==> src/rtl/block_check_ctrl.sv <==
// Round-robin front end for the shared block checker: grants one source per message,
// streams its chars into the checker, returns the verdict and clears the checker.
module block_check_ctrl #(
  parameter int MAX_LEN    = 1024,
  parameter int CNT_W      = 16,
  parameter int SETTLE_CYC = 1
) (
  input  logic       clk,
  input  logic       reset,
  input  logic       s0_valid,
  input  logic [7:0] s0_data,
  input  logic       s0_last,
  output logic       s0_ready,
  input  logic       s1_valid,
  input  logic [7:0] s1_data,
  input  logic       s1_last,
  output logic       s1_ready,
  output logic       chk_en,
  output logic [7:0] chk_data,
  output logic       chk_clr,
  input  logic       chk_result,
  output logic [1:0] done,
  output logic       verdict,
  output logic       overflow,
  output logic       busy
);

  localparam int SET_W = (SETTLE_CYC < 1) ? 1 : $clog2(SETTLE_CYC + 1);
  localparam logic [CNT_W-1:0] LEN_LAST   = CNT_W'(MAX_LEN - 1);
  localparam logic [SET_W-1:0] SETTLE_END = SET_W'(SETTLE_CYC);

  typedef enum logic [2:0] {IDLE, STREAM, SETTLE, REPORT, DRAIN, CLEAR} state_t;

  state_t           state;
  logic             owner;
  logic             ptr;
  logic [CNT_W-1:0] count;
  logic [SET_W-1:0] settle_cnt;

  logic       grant_owner;
  logic       sel_valid;
  logic [7:0] sel_data;
  logic       sel_last;
  logic       sel_ready;
  logic       accept;
  logic [1:0] owner_hot;

  // Pointer only breaks ties; a lone requester is always granted.
  assign grant_owner = (s0_valid && s1_valid) ? ptr : s1_valid;
  assign sel_valid   = owner ? s1_valid : s0_valid;
  assign sel_data    = owner ? s1_data  : s0_data;
  assign sel_last    = owner ? s1_last  : s0_last;
  assign sel_ready   = owner ? s1_ready : s0_ready;
  assign accept      = sel_valid && sel_ready;
  assign owner_hot   = owner ? 2'b10 : 2'b01;
  assign busy        = (state != IDLE);

  always_ff @(posedge clk or negedge reset) begin
    if (!reset) begin
      state      <= IDLE;
      owner      <= 1'b0;
      ptr        <= 1'b0;
      count      <= '0;
      settle_cnt <= '0;
      s0_ready   <= 1'b0;
      s1_ready   <= 1'b0;
      chk_en     <= 1'b0;
      chk_data   <= 8'd0;
      chk_clr    <= 1'b0;
      done       <= 2'b00;
      verdict    <= 1'b0;
      overflow   <= 1'b0;
    end else begin
      chk_en  <= 1'b0;
      chk_clr <= 1'b0;
      done    <= 2'b00;
      case (state)
        IDLE: begin
          if (s0_valid || s1_valid) begin
            owner    <= grant_owner;
            ptr      <= ~grant_owner;
            count    <= '0;
            s0_ready <= ~grant_owner;
            s1_ready <= grant_owner;
            state    <= STREAM;
          end
        end
        STREAM: begin
          if (accept) begin
            count <= count + CNT_W'(1);
            if (sel_last) begin
              chk_en     <= 1'b1;
              chk_data   <= sel_data;
              s0_ready   <= 1'b0;
              s1_ready   <= 1'b0;
              settle_cnt <= '0;
              state      <= SETTLE;
            end else if (count == LEN_LAST) begin
              // The char that hits the limit without last is dropped, not forwarded.
              overflow <= 1'b1;
              verdict  <= 1'b0;
              done     <= owner_hot;
              s0_ready <= 1'b0;
              s1_ready <= 1'b0;
              state    <= REPORT;
            end else begin
              chk_en   <= 1'b1;
              chk_data <= sel_data;
            end
          end
        end
        SETTLE: begin
          if (settle_cnt == SETTLE_END) begin
            verdict  <= chk_result;
            overflow <= 1'b0;
            done     <= owner_hot;
            state    <= REPORT;
          end else begin
            settle_cnt <= settle_cnt + SET_W'(1);
          end
        end
        REPORT: begin
          if (overflow) begin
            s0_ready <= ~owner;
            s1_ready <= owner;
            state    <= DRAIN;
          end else begin
            chk_clr <= 1'b1;
            state   <= CLEAR;
          end
        end
        DRAIN: begin
          if (accept && sel_last) begin
            s0_ready <= 1'b0;
            s1_ready <= 1'b0;
            chk_clr  <= 1'b1;
            state    <= CLEAR;
          end
        end
        CLEAR: begin
          state <= IDLE;
        end
        default: begin
          state <= IDLE;
        end
      endcase
    end
  end

endmodule

==> config.mk <==
export PLATFORM = sky130hd
export DESIGN_NAME = block_check_ctrl
export DESIGN_NICKNAME = d
export VERILOG_FILES = /design/src/rtl/block_check_ctrl.sv
export SDC_FILE = /design/constraint.sdc
export NUM_CORES = 1
export LEC_CHECK = 0
export ABC_AREA = 1
export CORE_MARGIN = 3
export CORE_UTILIZATION = 52
export CTS_CLUSTER_DIAMETER = 50
export DETAILED_ROUTE_END_ITERATION = 10
export GPL_ROUTABILITY_DRIVEN = 0
export PLACE_DENSITY_LB_ADDON = 0.3
export RECOVER_POWER = 50
export SYNTH_ARGS = -nofsm -noshare
export SYNTH_HDL_FRONTEND = slang
export SYNTH_SLANG_ARGS = --single-unit
==> constraint.sdc <==
create_clock -name clk -period 2 [get_ports clk]
set_input_delay 0.3 -clock clk [delete_from_list [all_inputs] [get_ports clk]]
set_output_delay 0.3 -clock clk [all_outputs]
set_load 0.01 [all_outputs]
==> results.py, run 1 <==
metrics = {
    "global_routing": {
        "grt_pass1_vias": 1880,
        "grt_max_degree": 39,
        "grt_pass1_wl_um": 8300,
        "antenna_found_initial": 0,
        "grt_util_all_layers_pct": 20.2,
        "grt-ovfl-total": 0,
    },
    "routing": {
        "wl_um": 4680,
        "detail_route.wl_per_cell_um": 12.2,
        "drcViolationCount": 0,
        "vias": 1986,
        "drtIter0Drc": 101,
        "ant_nets": 0,
        "viasPerCell": 5.17,
        "firstDrtPassIters": 4,
    },
    "synth": {
        "yosys-top-cells-area": "dfrtp_1, nand2_1, nand3_1, nor2_1, inv_1",
        "yosysWarnings": 0,
        "synth_area_leader_cell": "dfrtp_1",
        "syn-num-nets": 315,
        "syn_area_sq_um": 2200,
        "ys.flop_type": "dfrtp_1",
        "ys_seq_elements": 38,
        "synth_area_per_cell_sq_um": 7.58,
        "yosys.cell_types.count": 29,
        "ys_seq_area_share_pct": 43.1,
        "async_reset_ff_share_pct": 100,
        "synth-edff-count": 0,
        "synth_top_area_share_pct": 43.1,
        "synthCells": 291,
    },
    "critical_path": {
        "critPathLaunch": "state[1]",
        "rrSetupSlack_ns": 0.31,
        "r2r_end": "chk_data[6]",
        "reg2reg_depth": 7,
        "start_kind": "flip-flop",
        "crit_fanout": 6,
        "path_class": "reg -> out",
        "crit_path_end": "busy",
        "rr_startpoint": "count[0]",
        "cp-end-kind": "output pin",
        "crit_required_ns": 1.70,
        "cp.arrival_ns": 1.54,
    },
    "power": {
        "ir_drop_mv": 0.973,
        "power_density_nw_per_um2": 1220,
        "combPwrFrac_pct": 50.3,
        "p_int_mw": 1.89,
        "p_clk_share_pct": 14.7,
        "p_switching_mw": 1.38,
        "switching_share_pct": 42.1,
        "p_leak_nw": 1.33,
        "sequentialPowerShare_pct": 35.0,
    },
    "clock_tree": {
        "cts-htree-levels": 2,
        "path_clk_slew_ns": 0.07,
        "cts_sinks": 38,
        "cts_tree": "done",
        "cts_resized": 0,
        "clock_path_buffers": 2,
        "worstSkewPairLatency_ns": 0.28,
        "numCtsBuffers": 5,
        "cts_setup_buffers": 0,
        "holdBufCountCts": 0,
        "root_buffer": "clkbuf_8",
    },
    "die": {
        "io_pins": 40,
        "fp.dieH_um": 71.1,
        "die_x_um": 71.1,
        "core_sq_um": 4060,
        "die-area_sq_um": 5060,
        "rows": 23,
        "start_util_pct": 54.3,
    },
    "sta": {
        "rsz0062_at_grt": "false",
        "worst_slew_pin_slew_ns": 0.901,
        "hold_viol_final": 0,
        "fmax_mhz": 544,
        "slew_headroom_pct": 39.9,
        "holdWs_ns": 0.219,
        "setup_viol": 0,
        "report.final.slew_viol_count": 0,
        "tns_ns": 0,
        "fin_crit_ns": 1.84,
        "skew_ns": 0.00452,
        "finalCritPeriodShare_pct": 91.9,
    },
    "placed_design": {
        "portBuffers": 39,
        "hpwl_um": 3610,
    },
    "finish": {
        "drive_above_1_share_pct": 8.68,
        "nets": 358,
        "area_growth_syn_to_layout_pct": 21.6,
        "antenna_cells": 0,
    },
    "job": {
        "maxCapViolCount": 0,
    },
    "min_path": {
        "hp-class": "in -> async",
    },
    "run_status": {
        "status": "finished, final reports clean",
    },
}
[cell families (layout without fill, tap and decap cells)]
kind of cell | Yosys count | count (layout) | synth area share, %
and+or+nand+nor | 164 | 164 | 33.7
AOI/OAI and AO/OA | 42 | 42 | 10.4
DFF | 38 | 38 | 43.1
muxes | 8 | 8 | 3.63
adders and majority gates | 1 | 1 | 0.567
buffers and inverters | 38 | 81 | 8.57
[through the flow]
step           util [%]  area [sq um]  power [mW]  setup WS (ns)  instances
2_1_floorplan         -          2200        2.34          0.557        291
3_3_place_gp       64.4          2610        2.80          0.224        377
3_5_place_dp       64.4          2610        2.82          0.171        377
4_1_cts            66.3          2690        3.32          0.148        384
5_1_grt            66.1          2680        3.57         0.0841        384
6_report           66.1          2680        3.27          0.161        384
[layout make-up]
cell class	count	area, sq um
multi-input combinational	215	1060
clock inverter	2	10.0
fill	326	1380
tap	50	62.6
inverter	31	119
clock buffer	5	68.8
sequential	38	951
timing repair buffer	43	413
[cell usage in the layout, fill, tap and decap left out, drive strengths merged]
master / netlist / routed
dlygate4sd3: 0 / 3
nand3b: 2 / 2
clkbuf: 0 / 6
dfrtp: 38 / 38
a21oi: 14 / 14
nor3: 1 / 1
clkinv: 0 / 2
nand3: 28 / 28
ha: 1 / 1
inv: 31 / 31
clkdlybuf4s50: 0 / 35
o22ai: 1 / 1
o21bai: 4 / 4
nor2: 36 / 36
o21ai: 21 / 21
o31ai: 2 / 2
nand4: 8 / 8
nand2: 88 / 88
and3: 1 / 1
buf: 7 / 4
mux2i: 8 / 8
[cells in the mapped netlist (3+ instances only)]
cell type	instances
o21bai_1	4
nor2_1	32
nand2_1	82
o21ai_0	10
a21oi_1	13
nand4_1	8
o21ai_1	11
inv_1	26
nand2_2	4
mux2i_1	8
nand3_2	3
dfrtp_1	38
inv_2	4
nand3_1	25
[sequential cells by signal, indices dropped and copies added, names as in the netlist]
signal,count
chk_clr,1
chk_data,8
chk_en,1
count,16
done,2
overflow,1
owner,1
ptr,1
s0_ready,1
s1_ready,1
settle_cnt,1
state,3
verdict,1
[power groups by stage]
| stage | sequential (mW) | clock [mW] | combinational, mW |
|---|---|---|---|
| after floorplan | 1.17 | 0 | 1.17 |
| after global placement | 1.15 | 0 | 1.64 |
| after detailed placement | 1.16 | 0 | 1.67 |
| after CTS | 1.15 | 0.505 | 1.67 |
| after global routing | 1.18 | 0.529 | 1.86 |
| final | 1.15 | 0.480 | 1.64 |
[metal layers]
| layer | track usage [%] | part of all wire [%] | up-vias |
|---|---|---|---|
| met5 | 0 | 0 | - |
| met4 | 6.47 | 1.3 | 0 |
| met3 | 4.26 | 3.9 | 7 |
| met2 | 32.7 | 51 | 48 |
| met1 | 27.2 | 44 | 902 |
| li1 | - | - | 1029 |
[worst max-delay path: stages, from the launching register on]
cell	delay, ns
dfrtp_1	0.47
nor2_2	0.20
nand2_1	0.10
clkdlybuf4s50_1	0.49
[worst min path at each step]
stage / end / depth (start not counted) / slack, ns
global placement: count[1] / 2 / 0.37
finish: count[1] / 2 / 0.22
global route: count[15] / 2 / 0.28
floorplan: chk_clr / 0 / 0.004
detailed placement: count[1] / 2 / 0.38
CTS: count[15] / 2 / 0.07
No activity file was read; power rests on OpenSTA's default activity.
==> run 2: changes to the inputs <==
REMOVE_ABC_BUFFERS = 1   (was unset)
==> run 2 against run 1 <==
  * Worst setup slack lost 0.020 ns
  * Clock power increased by 11%
  * Cell count up 1.0%
  * Highest routed layer unchanged
==> results.py, run 2 (synthesized netlist as in run 1, its figures left out) <==
metrics = {
    "die": {
        "start_util_pct": 54.3,
        "die-area_sq_um": 5060,
        "io_pins": 40,
        "die_x_um": 71.1,
        "rows": 23,
        "core_sq_um": 4060,
        "fp.dieH_um": 71.1,
    },
    "sta": {
        "skew_ns": 0.00506,
        "slew_headroom_pct": 56.2,
        "rsz0062_at_grt": "false",
        "setup_viol": 0,
        "finalCritPeriodShare_pct": 92.9,
        "fmax_mhz": 538,
        "tns_ns": 0,
        "report.final.slew_viol_count": 0,
        "fin_crit_ns": 1.86,
        "worst_slew_pin_slew_ns": 0.657,
        "hold_viol_final": 0,
    },
    "critical_path": {
        "start_kind": "flip-flop",
        "crit_required_ns": 1.70,
        "cp.arrival_ns": 1.56,
        "path_class": "reg -> out",
        "crit_fanout": 6,
        "cp-end-kind": "output pin",
    },
    "placed_design": {
        "portBuffers": 39,
        "placement.cell_area_sq_um": 2630,
        "hpwl_um": 3670,
    },
    "routing": {
        "ant_nets": 0,
        "drtIter0Drc": 135,
        "viasPerCell": 5.28,
        "vias": 2047,
        "firstDrtPassIters": 4,
        "wl_um": 4840,
        "detail_route.wl_per_cell_um": 12.5,
        "drcViolationCount": 0,
    },
    "finish": {
        "final_cell_area_sq_um": 2720,
        "layout_commonest_cell": "nand2_1",
        "largest_register_ffs": 16,
        "antenna_cells": 0,
        "nets": 361,
        "regMostFlops": "count",
        "largestRegisters": "count (16), chk_data (8), state (3)",
        "area_growth_syn_to_layout_pct": 23.3,
        "final_cell_mix": "nand2_1, dfrtp_1, clkdlybuf4s50_1",
        "drive_above_1_share_pct": 8.88,
    },
    "global_routing": {
        "grt_pass1_vias": 1963,
        "grt_max_degree": 18,
        "grt_util_all_layers_pct": 20.7,
        "grt-ovfl-total": 0,
        "grt_pass1_wl_um": 8470,
        "antenna_found_initial": 0,
    },
    "clock_tree": {
        "numCtsBuffers": 5,
        "cts_resized": 0,
        "holdBufCountCts": 1,
        "cts_setup_buffers": 0,
        "clock_path_buffers": 2,
        "cts_sinks": 38,
        "path_clk_slew_ns": 0.07,
        "worstSkewPairLatency_ns": 0.29,
        "cts_tree": "done",
        "cts-htree-levels": 2,
        "root_buffer": "clkbuf_8",
    },
    "power": {
        "power_density_nw_per_um2": 1240,
        "ir_drop_mv": 0.631,
        "fin_total_pwr_mw": 3.37,
        "p_leak_nw": 1.35,
    },
    "job": {
        "maxCapViolCount": 0,
    },
    "min_path": {
        "hp-class": "reg -> reg",
    },
    "run_status": {
        "status": "finished, final reports clean",
    },
}
## run 2: cell type report
type / count / area (sq um)
fillers: 335 / 1340
multi-input cells: 215 / 1060
flip-flops and latches: 38 / 951
repair buffers: 46 / 429
inverters: 31 / 119
clock buffers: 7 / 86.3
well taps: 50 / 62.6
clock inverters: 1 / 5.00
## run 2: power breakdown
group	internal, mW	switching [mW]	leakage [nW]
Combinational	0.698	0.979	0.797
Clock	0.278	0.256	0.0482
Sequential	0.971	0.184	0.501
## run 2: worst paths after layout
kind / from / end / slack [ns] / cells after the start
worst max-delay path: state[1] / busy / 0.14 / 3
worst min-delay path: verdict / verdict / 0.48 / 2
worst max register to register: count[0] / s0_ready / 0.33 / 8
worst min register to register: verdict / verdict / 0.48 / 2
max in group asynchronous: reset / chk_data[2] / 0.49 / 3
min in group asynchronous: reset / count[3] / 0.53 / 2
## run 2: routing by layer
metal | vias up | global-route usage (%) | wire, um
met1 | 919 | 26.5 | 2120
met4 | 0 | 8.56 | 74
met2 | 74 | 33.2 | 2250
li1 | 1045 | - | -
met5 | - | 0 | 0
met3 | 9 | 5.68 | 396
## run 2: per-stage QoR
stage          util [%]  hold slack, ns  worst slack, ns  instances
5_1_grt            67.0           0.514           0.0779        388
3_3_place_gp       64.8           0.187            0.268        379
2_1_floorplan         -         0.00441            0.342        284
6_report           67.0           0.477            0.141        388
3_5_place_dp       64.8           0.188            0.240        379
4_1_cts            67.3           0.415            0.133        388
## run 2: critical path, cell delays in order (launching register included)
cell and delay (ns):
dfrtp_1 0.47, nor2_2 0.21, nand2_1 0.11, clkdlybuf4s50_1 0.49
==> run 3: changes to the inputs <==
ABC_CLOCK_PERIOD_IN_PS = 2000   (was unset)
CORE_UTILIZATION = 61   (was 52)
DONT_BUFFER_PORTS = 1   (was unset)
==> run 3 against run 2 <==
  * Sequential share of layout area rose by 6.2 points
  * Critical path type is now reg -> reg
  * Combinational power fell by 21%
  * Largest power group unchanged
  * Clock-buffer cell count rose by 1
==> results.py, run 3 (synthesized netlist as in run 1, its figures left out) <==
metrics = {
    "routing": {
        "ant_nets": 0,
        "drtIter0Drc": 114,
        "wl_um": 4610,
        "vias": 1896,
        "detail_route.wl_per_cell_um": 13.4,
        "firstDrtPassIters": 4,
        "viasPerCell": 5.53,
        "drcViolationCount": 0,
    },
    "sta": {
        "hold_viol_final": 0,
        "report.final.slew_viol_count": 0,
        "finalCritPeriodShare_pct": 84.7,
        "holdWs_ns": 0.140,
        "rsz0062_at_grt": "false",
        "tns_ns": 0,
        "slew_headroom_pct": 39.3,
        "setup_slack_ns": 0.305,
        "skew_ns": 0.0113,
        "worst_slew_pin_slew_ns": 0.910,
        "fmax_mhz": 590,
        "setup_viol": 0,
        "fin_crit_ns": 1.69,
    },
    "clock_tree": {
        "root_buffer": "clkbuf_4",
        "cts_resized": 0,
        "cts_tree": "done",
        "numCtsBuffers": 5,
        "cts-htree-levels": 2,
        "clock_path_buffers": 2,
        "worstSkewPairLatency_ns": 0.36,
        "path_clk_slew_ns": 0.12,
        "cts_setup_buffers": 0,
        "cts_sinks": 38,
    },
    "power": {
        "power_density_nw_per_um2": 1320,
        "fin_total_pwr_mw": 3.03,
        "ir_drop_mv": 0.876,
        "p_leak_nw": 1.18,
    },
    "job": {
        "maxCapViolCount": 0,
    },
    "finish": {
        "nets": 320,
        "largestRegisters": "count (16), chk_data (8), state (3)",
        "antenna_cells": 0,
        "drive_above_1_share_pct": 10.1,
        "largest_register_ffs": 16,
        "area_growth_syn_to_layout_pct": 4.60,
        "layout_commonest_cell": "nand2_1",
        "regMostFlops": "count",
        "final_cell_mix": "nand2_1, dfrtp_1, nor2_1",
        "fin_cells": 343,
    },
    "placed_design": {
        "hpwl_um": 3400,
        "dp_cells": 333,
        "place_ws_ns": 0.363,
        "portBuffers": 0,
    },
    "min_path": {
        "whs_path_depth": 2,
        "hp-class": "in -> reg",
        "hold_end": "chk_data[5]",
        "hold_start": "s0_data[5]",
    },
    "global_routing": {
        "grt_pass1_wl_um": 8040,
        "antenna_found_initial": 0,
        "grt-ovfl-total": 0,
        "grt_util_all_layers_pct": 24.6,
        "grt_max_degree": 39,
        "grt_pass1_vias": 1803,
    },
    "critical_path": {
        "r2r_end": "count[10]",
        "crit_path_frequent_cell": "nor2_1",
        "rrSetupSlack_ns": 0.31,
        "path_class": "reg -> reg",
        "reg2reg_depth": 8,
        "rr_startpoint": "state[1]",
        "cp_slowest_stage_delay_ns": 0.49,
        "crit_fanout": 20,
        "cp_slowest_cell": "dfrtp_1",
        "crit_required_ns": 2.25,
        "start_kind": "flip-flop",
        "cp-end-kind": "flip-flop",
        "crit_chain": "nor2_1 > nand3_2 > nand2_4 > inv_2 > nor2_1 > nand2_1 > nand2_1 > nor2_1",
        "cp.arrival_ns": 1.95,
    },
    "die": {
        "die-area_sq_um": 4370,
        "io_pins": 40,
        "start_util_pct": 64.5,
        "core_sq_um": 3420,
        "rows": 21,
        "die_x_um": 66.1,
        "fp.dieH_um": 66.1,
    },
    "run_status": {
        "status": "finished, final reports clean",
    },
}
## run 3: cell count changes in the layout (fill, tap and decap cells not counted)
cell,delta
clkdlybuf4s50_1,-34
clkinv_2,-1
clkbuf_8,-3
nor2_2,-1
nor2_1,+1
clkbuf_1,-4
clkbuf_4,+5
dlygate4sd3_1,-4
## run 3: through the flow
stage,utilization [%],cell area (sq um)
floorplan,-,2130
global placement,64.8,2210
detailed placement,64.8,2210
CTS,68.0,2320
global route,67.5,2310
finish,67.5,2310
## run 3: cell type report
| cell class | instances | area [sq um] |
|---|---|---|
| fill | 298 | 1110 |
| multi-input combinational | 215 | 1060 |
| sequential | 38 | 951 |
| inverter | 31 | 119 |
| clock buffer | 8 | 78.8 |
| tap | 46 | 57.6 |
| timing repair buffer | 5 | 37.5 |
## run 3: layer usage
layer	GRT usage, %	vias up	wire [um]
li1	-	965	-
met1	31.1	855	2060
met2	39.9	71	2150
met3	6.80	5	331
met4	9.39	0	70
met5	0	-	0
## run 3: power breakdown
part           switching, mW  internal [mW]  leakage, nW
logic                  0.883          0.441        0.636
registers              0.247          0.970        0.501
clock network          0.255          0.240       0.0446
total                   1.38           1.65         1.18
## run 3: how the worst max path moves through the flow
stage	start	endpoint	slack [ns]	cells after the start
2_1_floorplan	owner	count[10]	0.34	9
4_1_cts	count[0]	chk_data[6]	0.34	7
6_report	state[1]	count[10]	0.31	8
3_5_place_dp	count[0]	chk_data[6]	0.36	7
5_1_grt	state[1]	count[10]	0.16	8
3_3_place_gp	state[2]	count[10]	0.46	10
## run 3: timing repair
item | in CTS | in global routing
hold buffers | 2 | 0
hold endpoints to repair | 38 | 0
setup endpoints to repair | 0 | 0
## run 3: worst max-delay path, delay by kind of cell (launching register included)
kind	cells	cell delay (ns)
DFF	1	0.49
and+or+nand+nor	7	0.96
buffers and inverters	1	0.12
